## src/rtl/btn_event_sched.sv

```systemverilog
// Button-event scheduler: shared debounce sample tick, per-button PRESS/LONG/REPEAT
// generation, and a round-robin arbiter driving a single valid/ready event port.
module btn_event_sched #(
  parameter int unsigned BTN_WIDTH    = 8,
  parameter bit          BTN_ACT_LOW  = 1'b1,
  parameter int unsigned TICK_CYC     = 540000,
  parameter int unsigned LONG_TICKS   = 50,
  parameter int unsigned REPEAT_TICKS = 10,
  parameter int unsigned ID_W         = 3
) (
  input  logic                 clk,
  input  logic                 rst_n,
  input  logic [BTN_WIDTH-1:0] btn_deb,
  output logic                 sample_tick,
  output logic                 evt_valid,
  input  logic                 evt_ready,
  output logic [ID_W-1:0]      evt_id,
  output logic [1:0]           evt_type,
  output logic                 evt_ovf
);

  localparam int unsigned CNT_W = (TICK_CYC > 2) ? $clog2(TICK_CYC) : 1;

  typedef enum logic [1:0] {ST_IDLE, ST_HELD, ST_LONG} state_e;

  localparam logic [1:0] EVT_PRESS  = 2'b01;
  localparam logic [1:0] EVT_LONG   = 2'b10;
  localparam logic [1:0] EVT_REPEAT = 2'b11;

  logic [CNT_W-1:0]     cnt_q, cnt_d;
  logic [BTN_WIDTH-1:0] hist_q, pressed, edge_v;
  state_e               state_q [BTN_WIDTH];
  state_e               state_d [BTN_WIDTH];
  logic [7:0]           hc_q    [BTN_WIDTH];
  logic [7:0]           hc_d    [BTN_WIDTH];
  logic [BTN_WIDTH-1:0] post, pend_v_q, pend_v_d;
  logic [1:0]           post_type [BTN_WIDTH];
  logic [1:0]           pend_t_q  [BTN_WIDTH];
  logic [1:0]           pend_t_d  [BTN_WIDTH];
  logic [ID_W-1:0]      rr_q, rr_d, gnt_id, evt_id_q, evt_id_d;
  logic [1:0]           evt_type_q, evt_type_d;
  logic                 gnt_v, load, evt_valid_q, evt_valid_d, evt_ovf_q, evt_ovf_d, tick;

  // Index base+off folded back into 0..BTN_WIDTH-1 (BTN_WIDTH need not be a power of two).
  function automatic logic [ID_W-1:0] wrap_idx(input logic [ID_W-1:0] base, input int unsigned off);
    logic [ID_W:0] s;
    s = {1'b0, base} + (ID_W+1)'(off);
    if (s >= (ID_W+1)'(BTN_WIDTH)) s = s - (ID_W+1)'(BTN_WIDTH);
    return s[ID_W-1:0];
  endfunction

  // NOTE: every signal assigned in this block gets a default first, so no latches are inferred.
  always_comb begin
    tick    = (cnt_q == CNT_W'(TICK_CYC - 1));
    cnt_d   = tick ? '0 : cnt_q + CNT_W'(1);
    pressed = btn_deb ^ {BTN_WIDTH{BTN_ACT_LOW}};
    edge_v  = pressed & ~hist_q;

    for (int i = 0; i < BTN_WIDTH; i++) begin
      state_d[i]   = state_q[i];
      hc_d[i]      = hc_q[i];
      post[i]      = 1'b0;
      post_type[i] = EVT_PRESS;
      if (!pressed[i]) begin
        state_d[i] = ST_IDLE;
        hc_d[i]    = '0;
      end else begin
        case (state_q[i])
          ST_IDLE: if (edge_v[i]) begin
            state_d[i] = ST_HELD;
            hc_d[i]    = '0;
            post[i]    = 1'b1;
          end
          ST_HELD: if (tick) begin
            if (hc_q[i] + 8'd1 == 8'(LONG_TICKS)) begin
              state_d[i]   = ST_LONG;
              hc_d[i]      = '0;
              post[i]      = 1'b1;
              post_type[i] = EVT_LONG;
            end else hc_d[i] = hc_q[i] + 8'd1;
          end
          ST_LONG: if (tick) begin
            if (hc_q[i] + 8'd1 == 8'(REPEAT_TICKS)) begin
              hc_d[i]      = '0;
              post[i]      = 1'b1;
              post_type[i] = EVT_REPEAT;
            end else hc_d[i] = hc_q[i] + 8'd1;
          end
          default: state_d[i] = ST_IDLE;
        endcase
      end
    end

    // Descending scan so the slot closest to rr (smallest offset) wins.
    gnt_v  = 1'b0;
    gnt_id = '0;
    for (int k = BTN_WIDTH - 1; k >= 0; k--) begin
      if (pend_v_q[wrap_idx(rr_q, k)]) begin
        gnt_v  = 1'b1;
        gnt_id = wrap_idx(rr_q, k);
      end
    end

    load        = !evt_valid_q || evt_ready;
    evt_valid_d = evt_valid_q;
    evt_id_d    = evt_id_q;
    evt_type_d  = evt_type_q;
    rr_d        = rr_q;
    if (load) begin
      evt_valid_d = gnt_v;
      if (gnt_v) begin
        evt_id_d   = gnt_id;
        evt_type_d = pend_t_q[gnt_id];
        rr_d       = wrap_idx(gnt_id, 1);
      end
    end

    // A post wins over a same-cycle grant of its slot: the old event leaves, the new one stays.
    evt_ovf_d = 1'b0;
    for (int i = 0; i < BTN_WIDTH; i++) begin
      pend_v_d[i] = pend_v_q[i];
      pend_t_d[i] = pend_t_q[i];
      if (post[i]) begin
        if (pend_v_q[i] && !(load && gnt_v && gnt_id == ID_W'(i))) evt_ovf_d = 1'b1;
        pend_v_d[i] = 1'b1;
        pend_t_d[i] = post_type[i];
      end else if (load && gnt_v && gnt_id == ID_W'(i)) begin
        pend_v_d[i] = 1'b0;
      end
    end
  end

  // NOTE: sequential state uses non-blocking assignments only, so every register sees pre-edge values.
  always_ff @(posedge clk or negedge rst_n) begin
    if (!rst_n) begin
      cnt_q       <= '0;
      hist_q      <= '0;
      pend_v_q    <= '0;
      rr_q        <= '0;
      evt_valid_q <= 1'b0;
      evt_id_q    <= '0;
      evt_type_q  <= '0;
      evt_ovf_q   <= 1'b0;
      // NOTE: the per-button arrays are reset too; a stale slot or FSM would leak events after reset.
      for (int i = 0; i < BTN_WIDTH; i++) begin
        state_q[i]  <= ST_IDLE;
        hc_q[i]     <= '0;
        pend_t_q[i] <= '0;
      end
    end else begin
      cnt_q       <= cnt_d;
      hist_q      <= pressed;
      pend_v_q    <= pend_v_d;
      rr_q        <= rr_d;
      evt_valid_q <= evt_valid_d;
      evt_id_q    <= evt_id_d;
      evt_type_q  <= evt_type_d;
      evt_ovf_q   <= evt_ovf_d;
      for (int i = 0; i < BTN_WIDTH; i++) begin
        state_q[i]  <= state_d[i];
        hc_q[i]     <= hc_d[i];
        pend_t_q[i] <= pend_t_d[i];
      end
    end
  end

  assign sample_tick = tick;
  assign evt_valid   = evt_valid_q;
  assign evt_id      = evt_id_q;
  assign evt_type    = evt_type_q;
  assign evt_ovf     = evt_ovf_q;

endmodule

```

## config.mk

```make
export PLATFORM = sky130hd
export DESIGN_NAME = btn_event_sched
export DESIGN_NICKNAME = d
export VERILOG_FILES = /design/src/rtl/btn_event_sched.sv
export SDC_FILE = /design/constraint.sdc
export NUM_CORES = 1
export LEC_CHECK = 0
export CAP_MARGIN = 15
export CORE_AREA = 2 2 150 152
export DETAILED_ROUTE_END_ITERATION = 12
export DIE_AREA = 0 0 152 154
export DONT_BUFFER_PORTS = 1
export SYNTH_ARGS = -nofsm -noshare
export SYNTH_HDL_FRONTEND = slang
export SYNTH_SLANG_ARGS = --single-unit
```

## constraint.sdc

```tcl
create_clock -name clk -period 13.65 [get_ports clk]
set_clock_uncertainty 0.2 [all_clocks]
set_input_delay 2.73 -clock clk [delete_from_list [all_inputs] [get_ports clk]]
set_output_delay 2.73 -clock clk [all_outputs]
set_load 0.02 [all_outputs]
```

# Yosys cells after proc, flatten, opt, wreduce, memory -nomap -nowiden
# Cells that the tools add are included.
# word_totals
register_bits,142
inputBits,11
output_inout_bits,8
word_cells,513
# classes
add_sub_neg,26
magnitude_cmp,18
eq_ne,88
muxes,277
n_bitwise,4
n_reduce_logical,61
# ops
cell,count
$mux 8,48
$pmux 8 s3,8
$mux 2,74
$mux 1,96
$ne 3x3->1 const B,32
$add 8x1->8 const B,8
$eq 8x4->1 const B,8
$eq 8x6->1 const B,8
$reduce_and 4->1,16
$mux 3,17
$pmux 2 s3,8
$ge 4x4->1 const B,9
$lt 3x4->1 const B,8
$ne 4x1->1 const B,8
$pmux 2 s2,8
$sub 3x1->3 const B,9
$bmux 1 s3,8
$pmux 1 s3,8
$add 20x1->20 const B,1
$eq 20x20->1 const B,1
$mux 20,1
$logic_and 1x1->1,17
$add 3x3->4 const B,4
$eq 2x1->1 const B,8
other kinds (18),61

# Logic depth before layout (Yosys ltp)
# Gate-level depths: netlist of run 1.
# depth
ltp_word,33
mapped_depth,18
mapped_depth_nobuf,15

# Worst setup path before layout of run 1
# OpenSTA, ideal clock, no wires.
# synth_timing
kind,flip-flop to output port
from,register cnt_q[6]
to,output sample_tick
arrival_time_ps,2024
t_required_ps,10720
slack_ps,8696
path_stages_with_launch,7
n_path_buf,2
cell_sequence,dfrtp_1 -> nor4bb_1 -> nand2_1 -> or4_1 -> clkbuf_1 -> clkinv_1 -> buf_1
# synth_between
elab_chain_cells,1
# synth_lines
element,line_no,text
start: declaration,30,"logic [CNT_W-1:0] cnt_q, cnt_d;"
start signal: assignment,151,cnt_q <= cnt_d;
$eq 20x20->1,54,tick = (cnt_q == CNT_W'(TICK_CYC - 1));
end: declaration,14,"output logic sample_tick,"
# No other way between the ends.

# Worst setup path after layout of run 1
# Same ends and word-level chain as after synthesis.

==> results.txt, run 1 <==
----------------------------------------------------
[Outcome]
  Status ... complete, no violations

[CTS]
  Clock tree from TritonCTS ... done
  Root buffer cell ... sky130_fd_sc_hd__clkbuf_16
  Hold-fix buffers, CTS ... 0
  Clock edge transition at the registers on the reported setup and hold paths ... 0.06 ns
  Clock Sinks ... approximately 140
  Latest clock arrival within the worst-skew pair ... 0.43 ns
  Clock buffers created by TritonCTS ... 17
  Maximum buffer depth of the clock tree ... 2
  H-tree level count ... 4
  Number of instances resized during post-cts repair ... 0
  Setup Buffers After CTS ... 0

[Final layout]
  Post-layout instance area ... about 0.011 mm2
  Final cell count without fillers ... 1450
  Total number of nets in the final design ... roughly 1200
  Number of antenna diodes ... 0
  Count of fill cells added during filler insertion ... 2126
  Share of post-route cells with drive strength above 1 ... about 7%
  Area overhead of the layout relative to synthesis ... 7.98%

[Timing]
  Slew @ Worst Pin ... 1.04 ns
  Max-slew violation total from the final report ... 0
  Hold Slack ... 0.279 ns
  Final setup TNS ... 0 ns
  Final setup violation count ... 0
  Time the final worst path needs with I/O delays and setup ... 5.80 ns
  Count of endpoints failing hold in the final timing report ... 0
  Crit share post-route ... 42.5%
  Normalized max-slew margin ... 30.3%
  Maximum clock rate ... 172 MHz
  RSZ-0062 raised after global routing ... false

[Routing]
  Total Routed Length ... 21900 um
  Vias after detailed routing ... 8239
  Violation count after the first detailed-route iteration ... 449
  Via/cell ratio ... around 5.7
  DRC violation count after routing ... 0
  Drt first pass iters ... 7
  Antenna-violating nets left ... 0
  WL/cell ... between 15 and 20 um

[Worst setup path]
  Kind of end point of the critical path ... output pin
  Depth of the critical timing path with buffers and inverters included ... 4
  Number of cells traversed by the worst register-to-register path ... 14
  Arrival time at the worst endpoint ... about 2.9 ns
  Number of buffer and inverter stages on the critical path ... 1
  Launching element type of the critical path ... flop
  Largest stage delay, worst path ... 0.88 ns
  CP required ... 10.72 ns
  Biggest fanout along the worst timing path ... 19
  CP Cell Sequence ... nor4bb_1 > nand2_1 > or4_1 > clkinv_1
  Delay-heaviest family, CP ... simple AND/OR/NAND/NOR gates
  Critical path class ... reg -> out
  Slowest cell on crit path ... sky130_fd_sc_hd__or4_1

[Global routing]
  Maximum number of pins on one net before global-route repair ... 143
  Via count of the first global-routing pass ... 7633
  GRT Residual Overflow ... 0
  Global-route wire length before repair ... 37600 um
  GRT Overall Usage ... 19.3%
  Initial antenna violation count ... 0

[Yosys]
  Average instance area after synthesis ... 8.53 um2
  Post-Synthesis Cell Area ... ~0.010 mm2
  Register bit count reported by yosys ... around 140
  Cell variety after synth ... 75
  Count of flip-flops with a built-in enable after synthesis ... 0
  Main area contributors after synthesis ... sky130_fd_sc_hd__dfrtp_1 (35%), sky130_fd_sc_hd__ha_1 (8.0%), sky130_fd_sc_hd__o21ai_0 (6.7%)
  Proportion of netlist area held by the largest area contributor ... between 30% and 40%
  Total nets after synthesis ... around 1300
  YS warnings ... 0
  Largest area contributor in the netlist ... sky130_fd_sc_hd__dfrtp_1
  Async set-or-reset flop fraction in the synthesized netlist ... 100%
  Primary flip-flop cell chosen by synthesis mapping ... sky130_fd_sc_hd__dfrtp_1
  Instance count of the mapped netlist ... 1177
  Share of the yosys chip area belonging to registers ... 35.4%

[Die]
  Placeable Area ... 0.0217 mm2
  Number of top-level design ports ... 19
  Die area ... around 0.023 mm2
  Die width ... 152 um
  Std cell rows ... 54
  Initial Utilization ... around 46%
  Die Height ... 154 um

[Pwr]
  Power density normalized to cell area ... around 180 mW/mm2
  Worst VDD drop ... 0.0802 mV
  Leakage dissipation ... 4.56 nW

[Placed design]
  Final HPWL from detailed placement ... between 15000 and 20000 um
  Number of cells after detailed placement ... 1416
  Port bufs ... 0
  Placement-stage cell area ... 0.0102 mm2
  Final weighted congestion in routability-driven placement ... approximately 0.86

[Min path]
  Cells on Worst Hold Path ... 1
  Worst min path class ... reg -> reg

[Flow run]
  Max-Cap Viols ... 0

----------------------------------------------------
[stage by stage]
step           util, %  total power, W  worst slack (ns)
6_report          50.0         0.00200              7.85
5_1_grt           50.0         0.00217              7.65
4_1_cts           49.9         0.00201              7.82
3_5_place_dp      47.1         0.00152              8.29
3_3_place_gp      47.1         0.00151              8.37
2_1_floorplan        -         0.00131              8.70
[logic make-up (layout without fill, tap and decap cells)]
kind of cell               count (synthesis)  in the layout  share of synthesized area (%)
buffers and inverters                    114            107                           4.44
AOI/OAI and AO/OA                        302            302                           18.9
adders and majority gates                 64             64                           7.98
DFF                                      142            142                           35.4
and+or+nand+nor                          465            465                           23.0
xor gates and xnor gates                  44             44                           3.84
muxes                                     46             46                           6.43
[layout make-up]
| type | instances | area (um2) | share of cell area (%) |
|---|---|---|---|
| clock buffer | 19 | 453 | 4.18 |
| sequential | 142 | 3550 | 32.8 |
| multi-input combinational | 921 | 6040 | 55.7 |
| inverter | 73 | 274 | 2.53 |
| tap | 280 | 350 | 3.23 |
| clock inverter | 13 | 154 | 1.42 |
| timing repair buffer | 2 | 15.0 | 0.139 |
[worst paths after layout]
check | slack (ns) | to | start
worst max-delay path | 7.85 | sample_tick | cnt_q[6]
worst min-delay path | 0.28 | cnt_q[0] | cnt_q[0]
worst max register to register | 8.46 | evt_ovf | rr_q[1]
worst min register to register | 0.28 | cnt_q[0] | cnt_q[0]
max in group asynchronous | 11.21 | hc_q[11] | rst_n
min in group asynchronous | 1.79 | hc_q[4] | rst_n
[Yosys cell counts, drive strengths merged (11+ instances only)]
library cell / count
a21oi: 44
and3: 20
clkbuf: 34
nand2b: 23
nor3: 22
a21o: 15
ha: 64
o31ai: 12
nand2: 142
mux2: 13
o21ai: 137
xnor2: 20
dfrtp: 142
or4: 11
nor2b: 15
a31oi: 13
nand4: 16
or3: 13
inv: 71
nor2: 92
and2: 11
mux2i: 21
or2: 11
xor2: 24
nand3: 56
mux4: 12
[metal layers]
metal	global-route usage (%)	up-vias	wire (um)
li1	-	4186	-
met1	26.8	3922	11000
met2	30.6	108	10100
met3	3.80	23	604
met4	5.61	0	291
met5	0	-	0
[cells in the final DEF (no fill, tap or decap), drive strengths merged, types with 11 or more instances in the layout]
cell type / instances
a21o: 15
nand2b: 23
ha: 64
inv: 76
nor3: 22
nand3: 56
nor2: 92
or3: 13
dfrtp: 142
and3: 20
clkbuf: 20
mux4: 12
o31ai: 12
or4: 11
or2: 11
mux2: 13
xnor2: 20
a21oi: 44
nor2b: 15
and2: 11
o21ai: 137
xor2: 24
nand4: 16
mux2i: 21
a31oi: 13
nand2: 142
[sequential cells by signal (all words and copies together) (netlist names)]
signal     cells
hc_q          64
evt_type       2
rr_q           3
cnt_q         20
evt_ovf        1
pend_v_q       8
evt_valid      1
evt_id         3
pend_t_q      16
state_q       16
hist_q         8
[power by group]
group          switching (W)  internal [W]  total [W]
registers           0.000102      0.000480   0.000581
clock network       0.000197      0.000283   0.000479
logic               0.000550      0.000391   0.000941
Note: power is estimated with default switching activity, not from simulation.
==> run 2, diff against run 1 <==
==> constraint.sdc (replaced) <==
create_clock -name clk -period 6 [get_ports clk]
set_clock_uncertainty 0.2 [all_clocks]
set_input_delay 1.2 -clock clk [delete_from_list [all_inputs] [get_ports clk]]
set_output_delay 1.2 -clock clk [all_outputs]
set_load 0.02 [all_outputs]
==> results.txt, run 2 (synthesized netlist as in run 1, its figures left out) <==
----------------------------------------------------
[Worst setup path]
  Crit-path most repeated cell ... sky130_fd_sc_hd__ha_1
  Delay-heaviest family, CP ... compound AO/OA/AOI/OAI gates
  Worst R2R Setup Slack ... 0.94 ns
  Largest stage delay, worst path ... 0.69 ns
  Start of the worst register-to-register path ... rr_q[0]
  Biggest fanout along the worst timing path ... 13
  Slowest cell on crit path ... sky130_fd_sc_hd__dfrtp_1
  Kind of end point of the critical path ... flop
  Capture instance of the worst register-to-register path ... evt_ovf
  CP Cell Sequence ... inv_1 > ha_1 > mux4_2 > mux2_2 > or3_1 > a21oi_1 > nor4b_2 > a2111oi_4 > ha_1 > ha_1 > a21boi_0 > a32oi_1 > o211ai_1 > or4_1
  Number of cells traversed by the worst register-to-register path ... 14
  Launching element type of the critical path ... flop
  Arrival time at the worst endpoint ... 5.15 ns
  Critical path class ... reg -> reg
  Number of buffer and inverter stages on the critical path ... 1
  CP required ... 6.09 ns

[Timing]
  Final setup TNS ... 0 ns
  RSZ-0062 raised after global routing ... false
  Crit share post-route ... 84.4%
  Max-slew violation total from the final report ... 0
  Normalized max-slew margin ... 28.9%
  Count of endpoints failing hold in the final timing report ... 0
  Worst Slack Setup Final ... 0.938 ns
  Slew @ Worst Pin ... roughly 1.1 ns
  Maximum clock rate ... 198 MHz
  Final setup violation count ... 0
  Time the final worst path needs with I/O delays and setup ... 5.06 ns

[Routing]
  WL/cell ... between 15 and 20 um
  Wl on met1 ... 11000 um
  Total Routed Length ... around 22000 um
  DRC violation count after routing ... 0
  Met3 wire length ... 656 um
  Highest metal layer used by the detailed router ... met4
  Via/cell ratio ... 5.62
  Vias after detailed routing ... roughly 8000
  Antenna-violating nets left ... 0
  Drt first pass iters ... 5
  Met2 routed wirelength ... 9980 um
  Violation count after the first detailed-route iteration ... roughly 480

[CTS]
  Clock buffers created by TritonCTS ... 17
  Clock Sinks ... between 100 and 150
  Clock tree from TritonCTS ... done
  Hold-fix buffers, CTS ... 0
  Clock edge transition at the registers on the reported setup and hold paths ... ~0.070 ns
  Number of instances resized during post-cts repair ... 0
  Latest clock arrival within the worst-skew pair ... approximately 0.43 ns
  Maximum buffer depth of the clock tree ... 2
  H-tree level count ... 4
  Setup Buffers After CTS ... 0
  Root buffer cell ... sky130_fd_sc_hd__clkbuf_16

[Die]
  Die Height ... roughly 150 um
  Placeable Area ... 0.0217 mm2
  Number of top-level design ports ... 19
  Std cell rows ... between 50 and 60
  Die width ... 152 um
  Initial Utilization ... 46.3%
  Die area ... around 0.023 mm2

[Final layout]
  Largest reg by FF count ... hc_q
  Share of post-route cells with drive strength above 1 ... under 10%
  Regs by FF count ... hc_q x64, cnt_q x20
  Area overhead of the layout relative to synthesis ... 8.37%
  Number of antenna diodes ... 0
  Commonest cells after routing, fill and taps aside ... sky130_fd_sc_hd__nand2_1 (142), sky130_fd_sc_hd__dfrtp_1 (142), sky130_fd_sc_hd__o21ai_0 (134)
  Final design utilization ... 50.2%
  Final cell count without fillers ... 1451
  Total number of nets in the final design ... 1234
  Max reg flops ... 64

[Global routing]
  GRT Residual Overflow ... 0
  Maximum number of pins on one net before global-route repair ... 143
  Global-route wire length before repair ... ~38000 um
  Initial antenna violation count ... 0
  GRT Overall Usage ... 19.4%
  Via count of the first global-routing pass ... 7720

[Pwr]
  Worst VDD drop ... 0.209 mV
  Leakage dissipation ... between 4 and 5 nW
  Power density normalized to cell area ... 420 mW/mm2

[Min path]
  Worst min path class ... in -> async

[Placed design]
  Final weighted congestion in routability-driven placement ... 0.856
  Final HPWL from detailed placement ... roughly 16000 um
  Worst setup timing slack at the placement stage ... 0.959 ns
  Number of cells after detailed placement ... 1420
  Port bufs ... 0

[Flow run]
  Max-Cap Viols ... 0

[Outcome]
  Status ... complete, no violations

----------------------------------------------------
==> run 2: cell type report <==
cell class / count / area (um2)
Clock buffer: 21 / 470
Clock inverter: 10 / 161
Fill cell: 2028 / 10800
Inverter: 73 / 274
Multi-Input combinational cell: 921 / 6040
Sequential cell: 142 / 3550
Tap cell: 280 / 350
Timing Repair Buffer: 4 / 30.0
==> run 2: worst max-delay path by stage <==
| stage | startpoint | end | cells past startpoint |
|---|---|---|---|
| final | rr_q[0] | evt_ovf | 14 |
| after global placement | rr_q[0] | evt_ovf | 14 |
| after global routing | rr_q[0] | evt_ovf | 14 |
| after detailed placement | rr_q[0] | evt_ovf | 14 |
| after CTS | rr_q[0] | evt_ovf | 14 |
| after floorplan | rr_q[1] | evt_ovf | 17 |
==> run 2: routing by layer <==
layer	track usage (%)	vias up
met4	4.63	0
met2	30.9	83
met3	3.64	9
li1	-	4180
met5	0	-
met1	27.5	3876
==> run 2: power breakdown <==
| group | switching, W | total (W) | internal, W |
|---|---|---|---|
| combinational | 0.00125 | 0.00213 | 0.000886 |
| sequential | 0.000209 | 0.00130 | 0.00109 |
| clock | 0.000409 | 0.00113 | 0.000726 |
==> run 2: through the flow <==
step | hold slack, ns | instance area (um2) | total power (W)
finish | 0.259 | 10900 | 0.00457
global route | 0.235 | 10900 | 0.00496
CTS | 0.246 | 10900 | 0.00460
detailed placement | 0.274 | 10200 | 0.00344
global placement | 0.277 | 10200 | 0.00342
floorplan | 0.244 | 10000 | 0.00299
==> run 3, diff against run 2 <==
==> constraint.sdc (replaced) <==
create_clock -name clk -period 4.8 [get_ports clk]
set_clock_uncertainty 0.2 [all_clocks]
set_input_delay 0.96 -clock clk [delete_from_list [all_inputs] [get_ports clk]]
set_output_delay 0.96 -clock clk [all_outputs]
set_load 0.02 [all_outputs]
==> results.txt, run 3 (synthesized netlist as in run 1, its figures left out) <==
----------------------------------------------------
[Outcome]
  Status ... complete, no violations

[Worst setup path]
  CP Cell Sequence ... inv_1 > ha_1 > mux4_2 > mux2_2 > or3_1 > a21oi_1 > nor4b_2 > a2111oi_4 > ha_1 > ha_1 > a21boi_0 > a32oi_1 > o211ai_1 > or4_1
  Launching element type of the critical path ... flop
  CP required ... between 4 and 5 ns
  Slowest cell on crit path ... sky130_fd_sc_hd__ha_1
  Arrival time at the worst endpoint ... 4.55 ns
  Biggest fanout along the worst timing path ... 10
  Number of buffer and inverter stages on the critical path ... 1
  Delay-heaviest family, CP ... compound AO/OA/AOI/OAI gates
  Number of cells traversed by the worst register-to-register path ... 14
  Depth of the critical timing path with buffers and inverters included ... 14
  Critical path class ... reg -> reg
  Kind of end point of the critical path ... flop
  Crit-path most repeated cell ... sky130_fd_sc_hd__ha_1
  Largest stage delay, worst path ... 0.52 ns

[Die]
  Die area ... approximately 0.023 mm2
  Std cell rows ... 54
  Number of top-level design ports ... 19
  Die Height ... 154 um
  Die width ... 152 um
  Placeable Area ... 0.0217 mm2
  Initial Utilization ... between 40% and 50%

[Pwr]
  Gate power share ... 47.7%
  Portion of total power attributed to the clock network ... 24.1%
  Switching part of the total ... 41.8%
  Power density normalized to cell area ... 524 mW/mm2
  Int Power ... 0.00332 W
  Worst VDD drop ... 0.286 mV
  Register share of total power ... 28.1%
  Leakage dissipation ... approximately 4.6 nW
  P_sw ... 0.00238 W

[Final layout]
  Total number of nets in the final design ... 1235
  Regs by FF count ... hc_q x64, cnt_q x20
  Largest reg by FF count ... hc_q
  Number of antenna diodes ... 0
  Share of post-route cells with drive strength above 1 ... 7.17%
  Max reg flops ... 64
  Area overhead of the layout relative to synthesis ... 8.20%
  Commonest cells after routing, fill and taps aside ... sky130_fd_sc_hd__nand2_1 (142), sky130_fd_sc_hd__dfrtp_1 (142), sky130_fd_sc_hd__o21ai_0 (134)
  Final cell count without fillers ... 1452

[CTS]
  Latest clock arrival within the worst-skew pair ... 0.42 ns
  Clock edge transition at the registers on the reported setup and hold paths ... 0.07 ns
  Clock tree from TritonCTS ... done
  Hold-fix buffers, CTS ... 0
  Maximum buffer depth of the clock tree ... 2
  Clock buffers created by TritonCTS ... 17
  Clock Sinks ... 142
  H-tree level count ... 4
  Number of instances resized during post-cts repair ... 0
  Setup Buffers After CTS ... 0
  Root buffer cell ... sky130_fd_sc_hd__clkbuf_16

[Placed design]
  Port bufs ... 0
  Final HPWL from detailed placement ... 15600 um
  Final weighted congestion in routability-driven placement ... around 0.81
  Number of cells after detailed placement ... 1421

[Timing]
  Time the final worst path needs with I/O delays and setup ... 4.46 ns
  RSZ-0062 raised after global routing ... false
  Crit share post-route ... 93.0%
  Normalized max-slew margin ... 30.8%
  Count of endpoints failing hold in the final timing report ... 0
  Final setup TNS ... 0 ns
  Final setup violation count ... 0
  Max-slew violation total from the final report ... 0
  Slew @ Worst Pin ... around 1.0 ns
  Maximum clock rate ... 224 MHz

[Routing]
  Met3 wire length ... 590 um
  Wl on met1 ... 11000 um
  Highest metal layer used by the detailed router ... met4
  Met2 routed wirelength ... 10100 um
  Total Routed Length ... approximately 22000 um
  Antenna-violating nets left ... 0
  WL/cell ... approximately 15 um
  Drt first pass iters ... 5
  Vias after detailed routing ... between 8000 and 9000
  DRC violation count after routing ... 0
  Violation count after the first detailed-route iteration ... 447
  Via/cell ratio ... around 5.6

[Global routing]
  Initial antenna violation count ... 0
  GRT Overall Usage ... approximately 19%
  Via count of the first global-routing pass ... about 7700
  GRT Residual Overflow ... 0
  Global-route wire length before repair ... 37800 um
  Maximum number of pins on one net before global-route repair ... ~140

[Flow run]
  Max-Cap Viols ... 0

[Min path]
  Worst min path class ... in -> async

----------------------------------------------------
-- run 3: cell types whose count changed in the layout (fill, tap and decap cells not counted), sizes merged --
cell      previous run  this run
clkinv               5         4
clkbuf              21        18
buf                  4         5
bufinv               4         3
clkinvlp             3         8
-- run 3: power groups by stage --
| stage | Combinational, W | Sequential [W] | Clock, W |
|---|---|---|---|
| after CTS | 0.00271 | 0.00160 | 0.00141 |
| final | 0.00272 | 0.00160 | 0.00137 |
| after detailed placement | 0.00269 | 0.00162 | 0 |
| after global placement | 0.00267 | 0.00161 | 0 |
| after global routing | 0.00305 | 0.00163 | 0.00146 |
| after floorplan | 0.00220 | 0.00154 | 0 |
-- run 3: per-layer routing --
| metal | vias up | GRT usage, % |
|---|---|---|
| li1 | 4187 | - |
| met1 | 3876 | 26.6 |
| met2 | 94 | 31.0 |
| met3 | 24 | 3.55 |
| met4 | 0 | 5.83 |
| met5 | - | 0 |
-- run 3: area by class of cell --
class | count | area, um2
Timing Repair Buffer | 5 | 37.5
Clock buffer | 18 | 439
Clock inverter | 13 | 168
Sequential cell | 142 | 3550
Tap cell | 280 | 350
Inverter | 73 | 274
Fill cell | 2043 | 10800
Multi-Input combinational cell | 921 | 6040
-- run 3: worst paths after layout --
path	startpoint	end	slack [ns]
min in group clk	cnt_q[0]	cnt_q[0]	0.28
max in group asynchronous	rst_n	hc_q[42]	4.07
hold reg to reg	cnt_q[0]	cnt_q[0]	0.28
setup / recovery	rr_q[1]	evt_ovf	0.34
hold / removal	rst_n	hc_q[5]	0.03
setup reg to reg	rr_q[1]	evt_ovf	0.34
-- run 3: per-stage QoR --
step	setup slack (ns)	utilization, %	total power (W)	area (um2)	hold WS [ns]
after floorplan	0.124	-	0.00374	10000	0.244
after global placement	0.469	47.3	0.00428	10300	0.271
after global routing	0.0802	50.1	0.00614	10900	0.00633
after CTS	0.354	50.1	0.00572	10900	0.0115
final	0.337	50.1	0.00569	10900	0.0289
after detailed placement	0.373	47.3	0.00432	10300	0.277
